### config.mk
export PLATFORM = sky130hd
export DESIGN_NAME = voter_if
export DESIGN_NICKNAME = d
export VERILOG_FILES = /design/src/rtl/voter_pkg.sv /design/src/rtl/popcount4.sv /design/src/rtl/voter_if.sv
export SDC_FILE = /design/constraint.sdc
export NUM_CORES = 1
export LEC_CHECK = 0
export BUFFER_PORTS_ARGS = -buffer_cell sky130_fd_sc_hd__buf_2
export CAP_MARGIN = 5
export CELL_PAD_IN_SITES_DETAIL_PLACEMENT = 1
export CELL_PAD_IN_SITES_GLOBAL_PLACEMENT = 1
export CORE_AREA = 3 3 40 42
export DETAILED_ROUTE_END_ITERATION = 10
export DIE_AREA = 0 0 43 45
export GPL_ROUTABILITY_DRIVEN = 0
export PLACE_DENSITY_LB_ADDON = 0.15
export SLEW_MARGIN = 20
export SYNTH_ARGS = -nofsm -noshare
export SYNTH_HDL_FRONTEND = slang
export SYNTH_HIERARCHICAL = 1
export SYNTH_SLANG_ARGS = --single-unit
### constraint.sdc
create_clock -name clk -period 0.8 [get_ports clk]
set_input_delay 0.24 -clock clk [delete_from_list [all_inputs] [get_ports clk]]
set_output_delay 0.24 -clock clk [all_outputs]
set_load 0.03 [all_outputs]
### src/rtl/voter_pkg.sv
// Shared constants for the four-seat voter: verdict encodings and default thresholds.
package voter_pkg;

  localparam int unsigned N_SEATS_DEF  = 32'd4;
  localparam int unsigned PASS_MIN_DEF = 32'd3;
  localparam int unsigned TIE_CNT_DEF  = 32'd2;

  localparam logic [2:0] VERDICT_NONE = 3'b000;
  localparam logic [2:0] VERDICT_PASS = 3'b001;
  localparam logic [2:0] VERDICT_TIE  = 3'b010;
  localparam logic [2:0] VERDICT_FAIL = 3'b100;

endpackage

### src/rtl/popcount4.sv
// Combinational aye counter: number of set bits in a 4-bit ballot, 0..4.
module popcount4 (
  input  logic [3:0] ballot,
  output logic [2:0] cnt
);

  assign cnt = {2'b00, ballot[0]} + {2'b00, ballot[1]}
             + {2'b00, ballot[2]} + {2'b00, ballot[3]};

endmodule

### src/rtl/voter_if.sv
// Four-seat vote decision: counts ayes each cycle and registers a one-hot
// pass/tie/fail verdict; reset forces the "no verdict" code.
module voter_if
  import voter_pkg::*;
#(
  parameter int unsigned N_SEATS  = N_SEATS_DEF,
  parameter int unsigned PASS_MIN = PASS_MIN_DEF,
  parameter int unsigned TIE_CNT  = TIE_CNT_DEF
) (
  input  logic               clk,
  input  logic               rst,
  input  logic [N_SEATS-1:0] I,
  output logic [3:1]         O
);

  logic [2:0] cnt_s;
  logic [2:0] verdict_s;
  logic [2:0] verdict_r;

  popcount4 u_popcount4 (
    .ballot (I),
    .cnt    (cnt_s)
  );

  // Decode the aye count; pass wins over tie if the thresholds ever overlap.
  always_comb begin
    verdict_s = VERDICT_FAIL;
    if ({29'd0, cnt_s} >= PASS_MIN) begin
      verdict_s = VERDICT_PASS;
    end else if ({29'd0, cnt_s} == TIE_CNT) begin
      verdict_s = VERDICT_TIE;
    end else begin
      verdict_s = VERDICT_FAIL;
    end
  end

  // Output register; reset drops the in-flight sample and shows no verdict.
  always_ff @(posedge clk or posedge rst) begin
    if (rst) begin
      verdict_r <= VERDICT_NONE;
    end else begin
      verdict_r <= verdict_s;
    end
  end

  assign O = verdict_r;

endmodule

==> results.py <==
metrics = {
    "power": {
        "powerDensity_nw_per_um2": 2240,
        "combPwrFrac_pct": 34.5,
        "power_frac_clock_pct": 37.8,
        "switching_share_pct": 28.6,
        "sequentialPowerShare_pct": 27.7,
        "ir_drop_mv": 0.496,
        "p_switching_mw": 0.197,
        "total_leakage_power_nw": 0.142,
        "internal_power_mw": 0.492,
    },
    "routing": {
        "vias_per_cell": 3.21,
        "wl_per_cell_um": 8.63,
        "vias": 122,
        "drt_iter0_drc": 0,
        "ant_nets": 0,
        "drt-total-wl_um": 328,
        "drc": 0,
        "firstDrtPassIters": 1,
    },
    "timing": {
        "tns_ns": -1.62,
        "hold_viol": 0,
        "worst_slew_pin_slew_ns": 0.113,
        "drv_slew": 0,
        "period_needed_ns": 1.20,
        "fmax_mhz": 832,
        "rsz0062_at_grt": "true",
        "final-setup-viol-count": 6,
        "finalWorstSetupSlack_ns": -0.402,
        "slew_headroom_pct": 92.5,
        "post-route-period-util_pct": 150,
    },
    "cells_and_area": {
        "syn_to_final_growth_pct": 108,
        "fillers": 147,
        "diodes": 0,
        "layout-drive-gt1-share_pct": 65.2,
        "largest_register_ffs": 3,
        "nets": 33,
    },
    "die": {
        "fp.dieH_um": 45,
        "die_x_um": 43,
        "boundaryPins": 9,
        "core_um2": 1280,
        "die_area_um2": 1940,
        "initial_core_util_pct": 11.5,
        "rows": 13,
    },
    "synthesis": {
        "netlist_instances": 10,
        "yosysUniqueCellTypes": 7,
        "synth_compound_area_share_pct": 5.08,
        "synth_top_area_share_pct": 50.8,
        "syn_area_um2": 148,
        "yosys.area_share.simple_pct": 11.0,
        "synth-xor-area-share_pct": 0,
        "synth.area.top_cells": "dfrtp_1 (51%), ha_1 (17%), fa_1 (14%), nor3b_2 (8.5%), a21o_1 (5.1%)",
        "avgSynthCellArea_um2": 14.8,
        "muxShareOfSynthArea_pct": 0,
        "yosys.area_share.adder_pct": 30.5,
        "synth_top_area_cell": "dfrtp_1",
        "synth-seq-cells": 3,
        "synthesis.nets": 19,
        "synth_top_family_by_area": "adder cells",
        "ys_seq_area_share_pct": 50.8,
        "synth-warning-count": 6,
    },
    "global_routing": {
        "grt_overflow": 0,
        "met2_usage_pct": 7.49,
        "use_met3_pct": 1.20,
        "grt_max_degree": 4,
        "grtUsageMet1_pct": 3.14,
        "grt_pass1_wl_um": 558,
        "grt_antenna_before_repair": 0,
        "grt_busiest_layer": "met4",
        "grt_pass1_vias": 151,
        "track_usage_pct": 4.92,
    },
    "cts": {
        "root_buffer": "clkbuf_4",
        "cts_made_buffers": 3,
        "cts_tree": "built",
        "clk_path_buf_depth": 2,
        "cts_setup_buffers": 0,
        "clkTransAtPathRegs_ns": 0.04,
        "htree_levels": 1,
        "cts.sinks": 3,
    },
    "setup_path": {
        "arrival_ns": 1.35,
        "crit_path_max_fanout": 3,
        "critPathRequiredTime_ns": 0.95,
        "worstSetupStartpointType": "input port",
        "criticalPathCategory": "input port to flop",
        "setup.worst_path.start": "I[1]",
        "end_kind": "flop",
    },
    "placed_design": {
        "post-place-ws_ns": -0.700,
        "io_buffers": 8,
        "place_hpwl_um": 260,
    },
    "run_status": {
        "status": "complete, but fails checks",
        "violations": "negative setup slack",
    },
    "job": {
        "maxCapViolCount": 0,
    },
    "min_path": {
        "hold_class": "input port to async pin",
    },
}
==> per-layer routing <==
layer  part of all wire (%)  wire length, um  vias up
met5                      0                0        -
met4                      0                0        0
met3                    9.5               31        0
met2                     56              185        8
met1                     34              112       56
li1                       -                -       58
==> critical path: stages <==
cell,delay (ns)
buf_6,0.10
ha_4,0.23
fa_2,0.36
ha_4,0.29
nor3b_4,0.15
==> cell usage after synthesis <==
cell type,count
inv_1,1
dfrtp_1,3
fa_1,1
nor2_1,1
nor3b_2,1
a21o_1,1
ha_1,2
==> power groups by stage <==
stage	logic, mW	registers (mW)	clock network (mW)
5_1_grt	0.255	0.195	0.307
4_1_cts	0.223	0.192	0.276
3_5_place_dp	0.185	0.187	0
3_3_place_gp	0.184	0.185	0
6_report	0.238	0.191	0.261
2_1_floorplan	0.0703	0.243	0
==> kinds of logic after synthesis <==
kind of cell / count (synthesis)
and+or+nand+nor: 2
AOI/OAI and AO/OA: 1
DFF: 3
buffers and inverters: 1
adders and majority gates: 3
==> area by class of cell <==
cell class              instances  area, um^2  area share [%]
multi-input cells               6         103            33.3
repair buffers                  9        81.3            26.4
clock buffers                   4        26.3            8.54
well taps                      15        18.8            6.10
inverters                       1        3.75            1.22
flip-flops and latches          3        75.1            24.4
==> worst paths after layout <==
path | endpoint | slack, ns | cells past startpoint
max in group asynchronous | O[1] | 0.25 | 3
min in group clk | O[3] | 0.42 | 4
max | O[2] | -0.40 | 5
min | O[2] | 0.42 | 3
==> through the flow <==
step	utilization (%)	hold slack, ns	cells	cell area, um^2	total power [mW]
detailed placement	18.2	0.114	33	234	0.372
global placement	18.2	0.0999	33	234	0.368
floorplan	-	-0.00636	10	175	0.313
finish	24.0	0.415	38	308	0.689
CTS	23.0	0.399	38	295	0.691
global route	24.0	0.414	38	308	0.757
==> repair_timing <==
action	in CTS	in global routing
setup endpoints to repair	6	6
pin swaps	3	0
hold buffers	1	0
resized for setup	7	2
endpoints found under the hold margin	3	0
==> placed cells by master, fill, tap and decap left out <==
master,instances
buf_2,3
dfrtp_1,3
fa_2,1
nor3b_4,1
a21o_1,1
clkbuf_1,1
nor2_1,1
dlygate4sd3_1,1
clkbuf_4,3
ha_4,2
inv_1,1
buf_6,5
(Power assumes the default switching activity.)
